### config.mk
export PLATFORM = sky130hd
export DESIGN_NAME = circ_mvm_stream_port
export DESIGN_NICKNAME = d
export VERILOG_FILES = /design/src/rtl/m31_pkg.sv /design/src/rtl/m31_canon.sv /design/src/rtl/circ_mvm_stream_port.sv
export SDC_FILE = /design/constraint.sdc
export NUM_CORES = 1
export LEC_CHECK = 0
export CAP_MARGIN = 20
export CELL_PAD_IN_SITES_DETAIL_PLACEMENT = 1
export CELL_PAD_IN_SITES_GLOBAL_PLACEMENT = 2
export CORE_AREA = 2 2 409 411
export DETAILED_ROUTE_END_ITERATION = 10
export DIE_AREA = 0 0 411 413
export GPL_ROUTABILITY_DRIVEN = 0
export GPL_TIMING_DRIVEN = 0
export PLACE_DENSITY = 0.77
export SLEW_MARGIN = 20
export SYNTH_ARGS = -nofsm -noshare
export SYNTH_HDL_FRONTEND = slang
export SYNTH_HIERARCHICAL = 1
export SYNTH_SLANG_ARGS = --single-unit
export TNS_END_PERCENT = 5
### constraint.sdc
create_clock -name clk -period 2.7 [get_ports clk]
set_input_delay 0.54 -clock clk [delete_from_list [all_inputs] [get_ports clk]]
set_output_delay 0.54 -clock clk [all_outputs]
set_load 0.05 [all_outputs]
### src/rtl/m31_pkg.sv
// Shared M31 field types and constants for the Monolith datapath.
// Provides the element type, the prime P = 2^31-1, a full-vector type,
// and the stream-port FSM state encoding.
package m31_pkg;

  localparam int M31_VEC_LEN = 16;

  typedef logic [30:0] m31_t;

  localparam m31_t M31_P = 31'h7FFFFFFF;

  typedef m31_t m31_vec_t [0:M31_VEC_LEN-1];

  typedef enum logic [1:0] {
    ST_LOAD  = 2'd0,
    ST_ISSUE = 2'd1,
    ST_DRAIN = 2'd2
  } port_state_t;

endpackage

### src/rtl/m31_canon.sv
// Canonicalizes one M31 word: the non-canonical encoding P maps to 0.
// Latency: combinational, zero cycles. Backpressure: none (pure function).
// Ports: word (raw element in), canon (canonical element out).
module m31_canon
  import m31_pkg::*;
(
  input  m31_t word,
  output m31_t canon
);

  assign canon = (word == M31_P) ? '0 : word;

endmodule

### src/rtl/circ_mvm_stream_port.sv
// Stream front/back end for the circulant MVM: deserialize + canonicalize a
// vector, strobe it to the MVM, capture the result, serialize it back out.
// Latency: last accept t -> mvm_in_valid t+1 -> capture >= t+1+MVM_LATENCY ->
// first m_valid the next cycle. Backpressure: s_ready low outside LOAD;
// m_ready low holds m_data/m_last/out_idx.
// Ports: s_* input stream, mvm_vec/mvm_in_valid to MVM, mvm_result/
// mvm_result_valid from MVM, m_* output stream, frame_err malformed-frame pulse.
module circ_mvm_stream_port
  import m31_pkg::*;
#(
  parameter int WORD_WIDTH  = 31,
  parameter int MTX_SIZE    = 16,
  parameter int MVM_LATENCY = 1
) (
  input  logic                  clk,
  input  logic                  reset,
  input  logic [WORD_WIDTH-1:0] s_data,
  input  logic                  s_valid,
  input  logic                  s_last,
  output logic                  s_ready,
  output logic [WORD_WIDTH-1:0] mvm_vec [0:MTX_SIZE-1],
  output logic                  mvm_in_valid,
  input  logic [WORD_WIDTH-1:0] mvm_result [0:MTX_SIZE-1],
  input  logic                  mvm_result_valid,
  output logic [WORD_WIDTH-1:0] m_data,
  output logic                  m_valid,
  output logic                  m_last,
  input  logic                  m_ready,
  output logic                  frame_err
);

  localparam int IW = (MTX_SIZE > 1) ? $clog2(MTX_SIZE) : 1;
  localparam int LW = (MVM_LATENCY > 0) ? $clog2(MVM_LATENCY + 1) : 1;
  localparam logic [IW-1:0] LAST_IDX = IW'(MTX_SIZE - 1);
  localparam logic [LW-1:0] LAT_MAX  = LW'(MVM_LATENCY);

  port_state_t           state;
  logic [IW-1:0]         in_idx;
  logic [IW-1:0]         out_idx;
  logic [LW-1:0]         lat_cnt;
  logic [WORD_WIDTH-1:0] ibuf [0:MTX_SIZE-1];
  logic [WORD_WIDTH-1:0] obuf [0:MTX_SIZE-1];
  m31_t                  s_canon;

  m31_canon u_canon (
    .word  (m31_t'(s_data)),
    .canon (s_canon)
  );

  // The input buffer feeds the MVM continuously; mvm_in_valid qualifies it.
  assign mvm_vec = ibuf;

  // Only the output-side data path follows out_idx combinationally.
  assign m_data = obuf[out_idx];
  assign m_last = m_valid && (out_idx == LAST_IDX);

  always_ff @(posedge clk or negedge reset) begin
    if (!reset) begin
      state        <= ST_LOAD;
      in_idx       <= '0;
      out_idx      <= '0;
      lat_cnt      <= '0;
      s_ready      <= 1'b0;
      mvm_in_valid <= 1'b0;
      m_valid      <= 1'b0;
      frame_err    <= 1'b0;
      for (int i = 0; i < MTX_SIZE; i++) begin
        ibuf[i] <= '0;
        obuf[i] <= '0;
      end
    end else begin
      frame_err <= 1'b0;
      case (state)
        ST_LOAD: begin
          // s_ready is a registered copy of "in LOAD", so it rises one
          // cycle after reset release rather than during reset.
          s_ready <= 1'b1;
          if (s_valid && s_ready) begin
            ibuf[in_idx] <= WORD_WIDTH'(s_canon);
            if (in_idx == LAST_IDX || s_last) begin
              // Short frame: stale words from the previous frame must not
              // reach the MVM, so everything past the last accepted word
              // is cleared.
              for (int i = 0; i < MTX_SIZE; i++) begin
                if (i > int'(in_idx)) begin
                  ibuf[i] <= '0;
                end
              end
              // Malformed if s_last came early or never came at all.
              frame_err    <= (in_idx == LAST_IDX) ? !s_last : 1'b1;
              s_ready      <= 1'b0;
              mvm_in_valid <= 1'b1;
              lat_cnt      <= '0;
              state        <= ST_ISSUE;
            end else begin
              in_idx <= in_idx + 1'b1;
            end
          end
        end

        ST_ISSUE: begin
          // Saturating, so reaching LAT_MAX means ">= MVM_LATENCY".
          if (lat_cnt != LAT_MAX) begin
            lat_cnt <= lat_cnt + 1'b1;
          end
          if (lat_cnt == LAT_MAX && mvm_result_valid) begin
            for (int i = 0; i < MTX_SIZE; i++) begin
              obuf[i] <= mvm_result[i];
            end
            out_idx      <= '0;
            mvm_in_valid <= 1'b0;
            m_valid      <= 1'b1;
            state        <= ST_DRAIN;
          end
        end

        ST_DRAIN: begin
          if (m_ready) begin
            if (out_idx == LAST_IDX) begin
              m_valid <= 1'b0;
              out_idx <= '0;
              in_idx  <= '0;
              s_ready <= 1'b1;
              state   <= ST_LOAD;
            end else begin
              out_idx <= out_idx + 1'b1;
            end
          end
        end

        default: begin
          state <= ST_LOAD;
        end
      endcase
    end
  end

endmodule
# [After elaboration in Yosys (flattened, before gate mapping)]
# Index checks and enable logic that the tools add are counted.
[totals] input_bits=533 out_inout_bits=532 reg_bits=1007
[op_classes] reduce_logical=19 n_lt_le_gt_ge=18 addsub=3 n_eq_ne=11 mux=59 bitwise_logic=2
[op_table] op="$mux W31" n=19
[op_table] op="$bwmux W496" n=1
[op_table] op="$mux W465" n=1
[op_table] op="$bmux W31 S4" n=1
[op_table] op="$demux W31 S4" n=1
[op_table] op="$gt A4 B4 Y1 const A" n=8
[op_table] op="$eq A31 B31 Y1 const B" n=1
[op_table] op="$mux W4" n=7
[op_table] op="$mux W1" n=17
[op_table] op="$gt A3 B4 Y1 const A" n=4
[op_table] op="$pmux W4 S2" n=2
[op_table] op="$ne A2 B2 Y1 const B" n=6
[op_table] op="$ge A5 B5 Y1 const B" n=2
[op_table] op="$mux W2" n=5
[op_table] op="$not A4 Y5" n=2
[op_table] op="$reduce_and A5 Y1" n=2
[op_table] op="$reduce_and A3 Y1" n=3
[op_table] op="$add A4 B1 Y4 const B" n=2
[op_table] op="$eq A4 B4 Y1 const B" n=2
[op_table] op="$gt A2 B4 Y1 const A" n=2
[op_table] op="$pmux W1 S2" n=4
[op_table] op="$reduce_and A4 Y1" n=2
[op_table] op="$pmux W2 S3" n=1
[op_table] op="$reduce_bool A2 Y1" n=3
[op_table] op="10 further kinds" n=14

# [Depth between registers and ports, before layout]
# Gate-level depths: netlist of run 1.
[logic_depth] depth_word=8 mapped_depth=10

# [Hierarchy]
# Netlist of run 1, hierarchy kept.
[by_module_without_submodules] module="circ_mvm_stream_port" area_per_inst_um2=43389.1 cells_each=4686 instances=1
[by_module_without_submodules] module="m31_canon" area_per_inst_um2=381.6 cells_each=47 instances=1

# [Least setup slack after synthesis of run 1]
# No wires, ideal clock.
[synth_timing] path_type="register to output" startpoint="register out_idx[0]" endpoint="output port m_data[10]" arrival_ns=1.784 path_buffers=2 path_stages_with_launch=6 required_ns=2.160 setup_slack_ns=0.376 cell_sequence="dfrtp_1 -> buf_2 -> buf_2 -> mux4_2 -> a22oi_1 -> nand2_1"
[synth_via] elab_chain_len=4
[synth_rtl] item="from (decl)" line_no="circ_mvm_stream_port.sv:39" source="logic [IW-1:0] out_idx;"
[synth_rtl] item="from (signal assigned)" line_no="circ_mvm_stream_port.sv:126" source="out_idx <= out_idx + 1'b1;"
[synth_rtl] item="$not A4 Y5 (not written as such)" line_no="circ_mvm_stream_port.sv:54" source="assign m_data = obuf[out_idx];"
[synth_rtl] item="$bmux W31 S4" line_no="circ_mvm_stream_port.sv:54"
[synth_rtl] item="$mux W31 (not written as such) (2 in a row)" line_no="circ_mvm_stream_port.sv:54"
[synth_rtl] item="to (decl)" line_no="circ_mvm_stream_port.sv:25" source="output logic [WORD_WIDTH-1:0] m_data,"
# Every way passes these cells. The select of a mux whose other input is x is not followed.

# [Worst setup path in the final report of run 1]
[layout_timing] startpoint="register out_idx[0]" endpoint="output port m_data[3]"
# The elaborated chain is that of the path after synthesis.

==> flow_summary.ini, run 1 <==
[clock_network]
cts-htree-levels = 3
clk_pin_slew_ns = 0.06
cts_buffer_depth = 3
cts_buffers = 115
cts_root_buf = clkbuf_16
cts_tree = yes
worstSkewPairLatency_ns = 0.75
cts_sinks = 1007

[status]
violations = negative setup slack
outcome = complete, but fails checks

[power]
switching_share_pct = 42.8
clkPwrFrac_pct = 22.9
p_switching_mw = 30.8
p_comb_share_pct = 44.8
p_total_mw = 72.0
sequentialPowerShare_pct = 32.2
p_int_mw = 41.2
p_leak_nw = 29.1
powerDensity_nw_per_um2 = 1120
vdd_ir_drop_max_v = 0.000621

[floorplan]
dieArea_sq_um = 170000
placementRows = 150
io_pins = 1065
die_x_um = 411
die_height_um = 413
start_util_pct = 26.4
core-area_sq_um = 166000

[grt]
grt_pass1_vias = 42467
groute.usage.overall_pct = 26.4
grt-ovfl-total = 0
grt_pass1_wl_um = 319000
grt_start_max_net_pins = 137
antenna_found_initial = 32

[sta]
hold_viol = 0
finalSetupViolCount = 65
max_slew_margin_pct = 20.4
post-route-period-util_pct = 124
period_needed_ns = 3.36
slew_viol_final = 0
worst_pin_slew_ns = 1.19
whs_ns = 0.0649
worst_slack_ns = -0.656
fin_worst_skew_ns = 0.0425
clock.fmax_mhz = 298
rsz0062_at_grt = true

[worst_setup_path]
arrival_ns = 2.82
critPathCaptureType = primary output
path_class = reg -> out
critPathLaunchType = flop
worstPathRequired_ns = 2.16
crit_fanout = 10

[synthesis]
synth_edf_count = 0
synth_xor_xnor_area_share_pct = 0
netlist_instances = 4733
synth_seq_cells = 1007
synthArstFlopShare_pct = 100
synth_nets = 5272
synth_top_family_by_area = simple AND/OR/NAND/NOR gates
synth-seq-area-share_pct = 57.6
synth-simple-area-share_pct = 22.0
avgSynthCellArea_sq_um = 9.25
netlist_area_sq_um = 43800
ys.flop_type = dfrtp_1
ys_types = 47
synthMuxAreaShare_pct = 6.85
ys.warnings.count = 6
synth_compound_gate_area_share_pct = 8.65
synthAdderAreaFrac_pct = 0.172

[final_layout]
finalNonFillerCells = 8309
synthToLayoutAreaGrowth_pct = 47.1
layout.nets = 6541
drive_gt1_share_pct = 14.2
final_cell_mix = nand2_1, clkdlybuf4s50_1, dfrtp_1
layout_commonest_cell = nand2_1

[worst_hold_path]
hp-class = in -> async

[routing]
via_per_inst = 4.81
drc = 0
final_antenna_net_count = 0
drt-total-wl_um = 229000
drt_pass1_iterations = 5
num_vias = 39989
first_iter_violations = 2662
wl_per_cell_um = 27.5

[placed_design]
port_buffers = 1064
preCtsSetupSlack_ns = -1.82
dp_cells = 8045
hpwl_um = 178000

[run]
maxCapViolations = 0
[worst max-delay path: stages (launching register included)]
cell and delay, ns:
dfrtp_1 0.39, buf_12 0.18, buf_16 0.17, buf_8 0.20, mux2i_1 0.26, a221oi_2 0.09, buf_4 0.19, a22oi_1 0.23
nand2_2 0.16, buf_6 0.19
[power groups by stage]
stage / Sequential, mW / Clock [mW] / Combinational, mW
floorplan: 28.0 / 0 / 11.8
global placement: 23.2 / 0 / 28.5
detailed placement: 23.2 / 0 / 29.3
CTS: 23.1 / 16.8 / 32.2
global route: 23.7 / 17.4 / 34.2
finish: 23.2 / 16.5 / 32.3
[Yosys cell counts, types with 13 or more instances]
master / count / share of area [%]
mux2_2: 13 / 0.33
nand2_1: 2401 / 21
a22oi_1: 32 / 0.55
o21ai_0: 38 / 0.43
buf_6: 44 / 1.1
a21oi_1: 441 / 5.0
buf_4: 28 / 0.48
a221oi_1: 62 / 1.2
a21boi_0: 19 / 0.33
buf_2: 164 / 1.9
mux2i_1: 125 / 2.9
dfrtp_1: 1007 / 58
mux4_2: 62 / 3.2
mux2_1: 18 / 0.46
clkbuf_1: 126 / 1.1
a22o_1: 33 / 0.66
[sequential cells by signal, indices dropped and copies added, names as in the netlist]
signal,flops
in_idx,4
frame_err,1
mvm_in_valid,1
m_valid,1
state,2
lat_cnt,1
mvm_vec,496
out_idx,4
obuf,496
s_ready,1
[stage by stage]
stage	utilization, %	TNS, ns	area (sq um)
6_report	38.8	-18.32	64400
5_1_grt	38.8	-47.62	64400
4_1_cts	38.6	-62.31	64100
3_5_place_dp	34.9	-625.30	57900
3_3_place_gp	34.5	-	57200
2_1_floorplan	-	0	43800
[per-layer routing]
layer | share of wire (%) | GRT usage [%]
met5 | 0.084 | 0
met3 | 5.4 | 4.65
met4 | 4.8 | 11.6
met1 | 39 | 31.0
met2 | 51 | 47.1
[layout make-up]
class                           instances  area, sq um
Antenna cell                            9         22.5
Buffer                                367         2520
Clock buffer                          168         3350
Clock inverter                         43          588
Fill cell                           18927       102000
Inverter                                8         30.0
Multi-Input combinational cell       3350        17900
Sequential cell                      1007        25200
Tap cell                             2204         2760
Timing Repair Buffer                 1153        12000
[kinds of logic (layout without fill, tap and decap cells)]
logic type / Yosys count / after routing
simple gates: 2481 / 2481
buf+inv: 376 / 1739
fa+ha+maj: 6 / 6
flops: 1007 / 1007
compound gates: 645 / 645
other cells: 0 / 9
mux: 218 / 218
[path summary, 6_finish.rpt]
kind | from | endpoint | slack (ns) | cells past startpoint
setup reg to reg | in_idx[1]$_DFFE_PN0P_ | mvm_vec[413]$_DFFE_PN0P_ | 0.10 | 9
hold reg to reg | obuf[152]$_DFFE_PN0P_ | obuf[152]$_DFFE_PN0P_ | 0.47 | 2
max in group asynchronous | reset | obuf[263]$_DFFE_PN0P_ | -0.03 | 7
hold / removal | reset | mvm_vec[369]$_DFFE_PN0P_ | 0.06 | 4
setup / recovery | out_idx[0]$_DFFE_PN0P_ | m_data[3] | -0.66 | 9
min in group clk | mvm_result[140] | obuf[140]$_DFFE_PN0P_ | 0.31 | 3
[repair_timing]
item,in CTS,in global routing
hold endpoints to repair,50,29
buffers inserted,34,1
endpoints found under the setup margin,636,519
hold buffers,4,3
gates resized for setup,582,76
cloned,5,0
pin swaps,76,28
No activity file was read; power rests on OpenSTA's default activity.
==> inputs of run 2 (changes only) <==
--- a/config.mk
+++ b/config.mk
@@ -11,9 +11,10 @@
 export CORE_AREA = 2 2 409 411
 export DETAILED_ROUTE_END_ITERATION = 10
 export DIE_AREA = 0 0 411 413
+export DONT_BUFFER_PORTS = 1
 export GPL_ROUTABILITY_DRIVEN = 0
 export GPL_TIMING_DRIVEN = 0
-export PLACE_DENSITY = 0.77
+export PLACE_DENSITY = 0.64
 export SLEW_MARGIN = 20
 export SYNTH_ARGS = -nofsm -noshare
 export SYNTH_HDL_FRONTEND = slang
==> flow_summary.ini, run 2 (same netlist as run 1, synthesis figures left out) <==
[sta]
rsz0062_at_grt = true
max_slew_margin_pct = 20.3
whs_ns = -0.177
tns_ns = -19.10
worst_slack_ns = -0.683
fin_worst_skew_ns = 0.0592
post-route-period-util_pct = 125
finalSetupViolCount = 42
worst_pin_slew_ns = 1.20
hold_viol = 210
slew_viol_final = 0
period_needed_ns = 3.38
clock.fmax_mhz = 296

[worst_setup_path]
crit_family = buffers and inverters
arrival_ns = 2.84
worstPathRequired_ns = 2.16
path_class = reg -> out
endpoint = m_data[4]
critPathLaunchType = flop
r2r_end = obuf[140]$_DFFE_PN0P_
crit_chain = buf_8 -> buf_12 -> buf_16 -> buf_4 -> mux2i_4 -> a221oi_4 -> a22oi_2 -> nand2_4
critPathBufInv = 4
r2r_setup_slack_ns = -0.12
startpoint = out_idx[0]$_DFFE_PN0P_
cp_slowest_cell = dfrtp_1
critPathCaptureType = primary output
r2r-start = state[1]$_DFFE_PN0P_
cpPeakStageDelay_ns = 0.41
crit_fanout = 8
worst-path-stages = 8
worst_r2r_path_depth = 7

[final_layout]
drive_gt1_share_pct = 15.5
layout.nets = 5969
final_cell_mix = nand2_1, dfrtp_1, dlygate4sd3_1
regArea_sq_um = 25200
nFillCells = 18778
multi_input_area_sq_um = 18300
layout_commonest_cell = nand2_1
synthToLayoutAreaGrowth_pct = 34.7

[status]
violations = negative hold slack, negative setup slack
outcome = complete, but fails checks

[clock_network]
cts_tree = yes
cts_sinks = 1007
cts_buffers = 118
cts_root_buf = clkbuf_16
worstSkewPairLatency_ns = 0.77
cts_buffer_depth = 3
cts-htree-levels = 3
clk_pin_slew_ns = 0.07

[floorplan]
die_height_um = 413
placementRows = 150
start_util_pct = 26.4
dieArea_sq_um = 170000
die_x_um = 411
io_pins = 1065
core-area_sq_um = 166000

[routing]
wl_per_cell_um = 29.3
num_vias = 37910
first_iter_violations = 2511
final_antenna_net_count = 0
drt_pass1_iterations = 5
drt-total-wl_um = 228000
drc = 0
via_per_inst = 4.88

[grt]
grt_pass1_vias = 40239
groute.usage.overall_pct = 26.1
grt-ovfl-total = 0
antenna_found_initial = 69
grt_pass1_wl_um = 314000
grt_start_max_net_pins = 1008

[placed_design]
preCtsSetupSlack_ns = -1.60
port_buffers = 0
hpwl_um = 170000

[power]
vdd_ir_drop_max_v = 0.000619
p_leak_nw = 27.1
powerDensity_nw_per_um2 = 1140
p_total_mw = 67.5

[run]
maxCapViolations = 0

[worst_hold_path]
hp-class = in -> async
run 2: cell count changes in the layout (fill, tap and decap cells not counted), moves of 14 or more:
cell | previous run | this run
clkdlybuf4s50_1 | 1028 | 0
dlygate4sd3_1 | 1 | 500
diode_2 | 9 | 48
nand2_4 | 1 | 24
buf_12 | 36 | 22
run 2: worst min-delay path by stage:
stage	slack [ns]	end	startpoint	depth (start not counted)
finish	-0.18	obuf[327]$_DFFE_PN0P_	reset	2
global route	-0.17	obuf[327]$_DFFE_PN0P_	reset	2
CTS	-0.57	obuf[171]$_DFFE_PN0P_	reset	0
detailed placement	0.28	obuf[171]$_DFFE_PN0P_	reset	0
global placement	0.28	obuf[171]$_DFFE_PN0P_	reset	0
floorplan	0.24	frame_err$_DFF_PN0_	reset	0
run 2: repair_timing:
| action | in CTS | in global routing |
|---|---|---|
| cloned | 0 | 2 |
| buffers inserted | 28 | 9 |
| setup endpoints to repair | 516 | 602 |
| pin swaps | 59 | 59 |
| hold buffers | 498 | 4 |
| hold endpoints to repair | 1506 | 308 |
| resized for setup | 330 | 163 |
run 2: area by class of cell:
class / count / share of cell area (%)
Timing Repair Buffer: 578 / 10.3
Antenna cell: 48 / 0.204
Multi-Input combinational cell: 3350 / 31.1
Clock buffer: 175 / 6.00
Inverter: 8 / 0.0509
Sequential cell: 1007 / 42.8
Clock inverter: 39 / 0.681
Buffer: 367 / 4.23
Tap cell: 2204 / 4.68
run 2: power breakdown:
part / total [mW] / leakage [nW] / switching, mW / internal [mW]
clock network: 16.5 / 1.95 / 6.98 / 9.49
registers: 29.8 / 13.3 / 9.86 / 19.9
logic: 21.2 / 11.9 / 13.5 / 7.77
run 2: worst register-to-register path: cells and delay by family, from the launching register on:
kind	cells	cell delay, ns
buf+inv	4	1.83
flops	1	0.37
simple gates	3	0.60
run 2: routing by layer:
metal	up-vias	wire length, um	track usage [%]
met3	395	15800	7.10
li1	16845	-	-
met1	19350	86800	29.7
met4	44	9650	9.46
met5	-	253	0
met2	1276	115000	46.6
run 2: stage by stage:
step | utilization, % | cells | instance area (sq um)
2_1_floorplan | - | 4733 | 43800
3_3_place_gp | 28.0 | 6937 | 46500
3_5_place_dp | 28.4 | 6971 | 47100
4_1_cts | 34.9 | 7710 | 58000
5_1_grt | 35.5 | 7766 | 58900
6_report | 35.5 | 7776 | 59000
==> inputs of run 3 (changes only) <==
--- a/config.mk
+++ b/config.mk
@@ -8,16 +8,15 @@
 export CAP_MARGIN = 20
 export CELL_PAD_IN_SITES_DETAIL_PLACEMENT = 1
 export CELL_PAD_IN_SITES_GLOBAL_PLACEMENT = 2
-export CORE_AREA = 2 2 409 411
+export CORE_AREA = 4 4 408 410
 export DETAILED_ROUTE_END_ITERATION = 10
-export DIE_AREA = 0 0 411 413
+export DIE_AREA = 0 0 412 414
 export DONT_BUFFER_PORTS = 1
 export GPL_ROUTABILITY_DRIVEN = 0
 export GPL_TIMING_DRIVEN = 0
-export PLACE_DENSITY = 0.64
+export PLACE_DENSITY = 0.61
 export SLEW_MARGIN = 20
 export SYNTH_ARGS = -nofsm -noshare
 export SYNTH_HDL_FRONTEND = slang
-export SYNTH_HIERARCHICAL = 1
 export SYNTH_SLANG_ARGS = --single-unit
 export TNS_END_PERCENT = 5
==> flow_summary.ini, run 3 <==
[sta]
rsz0062_at_grt = true
max_slew_margin_pct = 26.8
worst_pin_slew_ns = 1.10
hold_viol = 403
tns_ns = -19.05
slew_viol_final = 0
clock.fmax_mhz = 301
worst_slack_ns = -0.620
whs_ns = -0.535
post-route-period-util_pct = 123
period_needed_ns = 3.32
fin_worst_skew_ns = 0.0471
finalSetupViolCount = 77

[power]
p_int_mw = 39.2
sequentialPowerShare_pct = 40.5
p_switching_mw = 34.3
p_total_mw = 73.5
clkPwrFrac_pct = 22.4
vdd_ir_drop_max_v = 0.000554
p_leak_nw = 26.0
p_comb_share_pct = 37.1
powerDensity_nw_per_um2 = 1290
switching_share_pct = 46.7

[final_layout]
layout.nets = 5233
synthToLayoutAreaGrowth_pct = 36.5
final_cell_mix = nand2_1, dfrtp_1, dlygate4sd3_1
multi_input_area_sq_um = 16800
nFillCells = 18001
regArea_sq_um = 25200
drive_gt1_share_pct = 15.6
layout_commonest_cell = nand2_1
finalNonFillerCells = 7025

[floorplan]
die_height_um = 414
dieArea_sq_um = 171000
io_pins = 1065
start_util_pct = 25.7
die_x_um = 412
core-area_sq_um = 162000
placementRows = 148

[worst_setup_path]
critPathCaptureType = primary output
arrival_ns = 2.78
crit_chain = buf_8 -> clkbuf_16 -> buf_16 -> buf_16 -> mux2i_4 -> a221oi_4 -> a22oi_2 -> nand2_4
worstPathRequired_ns = 2.16
cpPeakStageDelay_ns = 0.43
crit_fanout = 6
critPathLaunchType = flop
path_class = reg -> out
cp_slowest_cell = dfrtp_2
cp_common_cell = buf_16

[clock_network]
clk_pin_slew_ns = 0.06
cts_root_buf = clkbuf_16
cts_buffers = 119
worstSkewPairLatency_ns = 0.76
cts_sinks = 1007
cts_tree = yes
cts_hold_buf = 488
cts-htree-levels = 3
cts_buffer_depth = 3

[routing]
num_vias = 35653
via_per_inst = 5.08
drt-total-wl_um = 230000
first_iter_violations = 2520
drc = 0
final_antenna_net_count = 0
wl_per_cell_um = 32.7
drt_pass1_iterations = 6

[grt]
grt-ovfl-total = 0
groute.usage.overall_pct = 26.0
grt_start_max_net_pins = 1008
grt_pass1_wl_um = 315000
grt_pass1_vias = 38055
antenna_found_initial = 89

[synthesis]
synth_nets = 4561
synthTopCellsByArea = dfrtp_1, nand2_1, o2bb2ai_1
synth-seq-area-share_pct = 60.5
synth_seq_cells = 1007
netlist_area_sq_um = 41700
netlist_instances = 4021
yosys.cell_count.top_type = nand2_1
synth_edf_count = 0
ys.warnings.count = 0
ys_types = 53
synth_top_area_cell = dfrtp_1
avgSynthCellArea_sq_um = 10.4
ys.flop_type = dfrtp_1
synthArstFlopShare_pct = 100
netlist.area_leader.share_pct = 60.5
ys_top_cells_by_count = nand2_1, dfrtp_1, clkbuf_1, o2bb2ai_1, o21ai_0

[status]
outcome = complete, but fails checks
violations = negative hold slack, negative setup slack

[run]
maxCapViolations = 0

[worst_hold_path]
hp-class = in -> async

[placed_design]
hpwl_um = 170000
dp_cells = 6196
port_buffers = 0
## run 3: cell types whose count changed after synthesis, sizes merged, moves of 12 or more
| cell | previous run | this run |
|---|---|---|
| nand2 | 2401 | 1759 |
| o2bb2ai | 0 | 248 |
| a21oi | 443 | 9 |
| a21boi | 31 | 3 |
| clkbuf | 126 | 250 |
| o21ai | 38 | 142 |
| a32o | 2 | 124 |
| nand3 | 16 | 4 |
| mux2 | 31 | 0 |
| buf | 242 | 83 |
## run 3: final timing paths
kind	from	endpoint	slack [ns]	depth (start not counted)
max	out_idx[0]$_DFFE_PN0P_	m_data[29]	-0.62	8
min	reset	obuf[134]$_DFFE_PN0P_	-0.54	0
max reg2reg	state[1]$_DFFE_PN0P_	obuf[427]$_DFFE_PN0P_	-0.17	7
min reg2reg	obuf[433]$_DFFE_PN0P_	obuf[433]$_DFFE_PN0P_	0.47	2
max in group asynchronous	reset	mvm_vec[165]$_DFFE_PN0P_	0.66	3
min in group clk	mvm_result[476]	obuf[476]$_DFFE_PN0P_	0.06	2
## run 3: worst max-delay path: cells and delay by family (launching register included)
kind                   cells  cell delay, ns
DFF                        1            0.43
AOI/OAI and AO/OA          2            0.56
muxes                      1            0.20
buffers and inverters      4            0.62
and+or+nand+nor            1            0.20
## run 3: power groups by stage
stage                     sequential, mW  clock (mW)  combinational, mW
after floorplan                     27.8           0               13.6
after global placement              29.7           0               20.6
after detailed placement            29.8           0               20.9
after CTS                           29.7        16.8               26.4
after global routing                30.3        17.4               29.1
final                               29.8        16.5               27.3
## run 3: repair_timing
item                                   4_1_cts  5_1_grt
endpoints found under the hold margin     1496      262
cloned                                      11        3
buffers inserted                            33       19
gates resized for setup                    561      163
pin swaps                                   95       54
setup endpoints to repair                  997      896
## run 3: layout make-up
type,instances,area share [%]
Antenna cell,61,0.268
Buffer,327,3.82
Clock buffer,173,5.91
Clock inverter,44,0.974
Inverter,6,0.0462
Multi-Input combinational cell,2676,29.5
Sequential cell,1007,44.3
Tap cell,2175,4.78
Timing Repair Buffer,556,10.4
## run 3: per-layer routing
| metal | track usage, % | vias to the layer above | wire, um |
|---|---|---|---|
| li1 | - | 15248 | - |
| met1 | 29.7 | 18621 | 86500 |
| met2 | 45.6 | 1360 | 115000 |
| met3 | 7.30 | 378 | 17900 |
| met4 | 10.3 | 46 | 9770 |
| met5 | 0 | - | 278 |
## run 3: per-stage QoR
stage | area (sq um) | worst slack, ns | hold WS (ns) | utilization [%]
2_1_floorplan | 41700 | 0.000958 | 0.244 | -
3_3_place_gp | 44400 | -1.66 | 0.282 | 27.3
3_5_place_dp | 44400 | -1.66 | 0.275 | 27.4
6_report | 56900 | -0.620 | -0.535 | 35.0
5_1_grt | 56800 | -0.694 | -0.593 | 35.0
4_1_cts | 56000 | -0.672 | -0.589 | 34.5
## run 3: cells by family after synthesis
| family | synth area share [%] |
|---|---|
| compound gates | 13.1 |
| xor+xnor | 0.0210 |
| fa+ha+maj | 0.210 |
| flops | 60.5 |
| buf+inv | 3.31 |
| mux | 6.33 |
| simple gates | 16.6 |
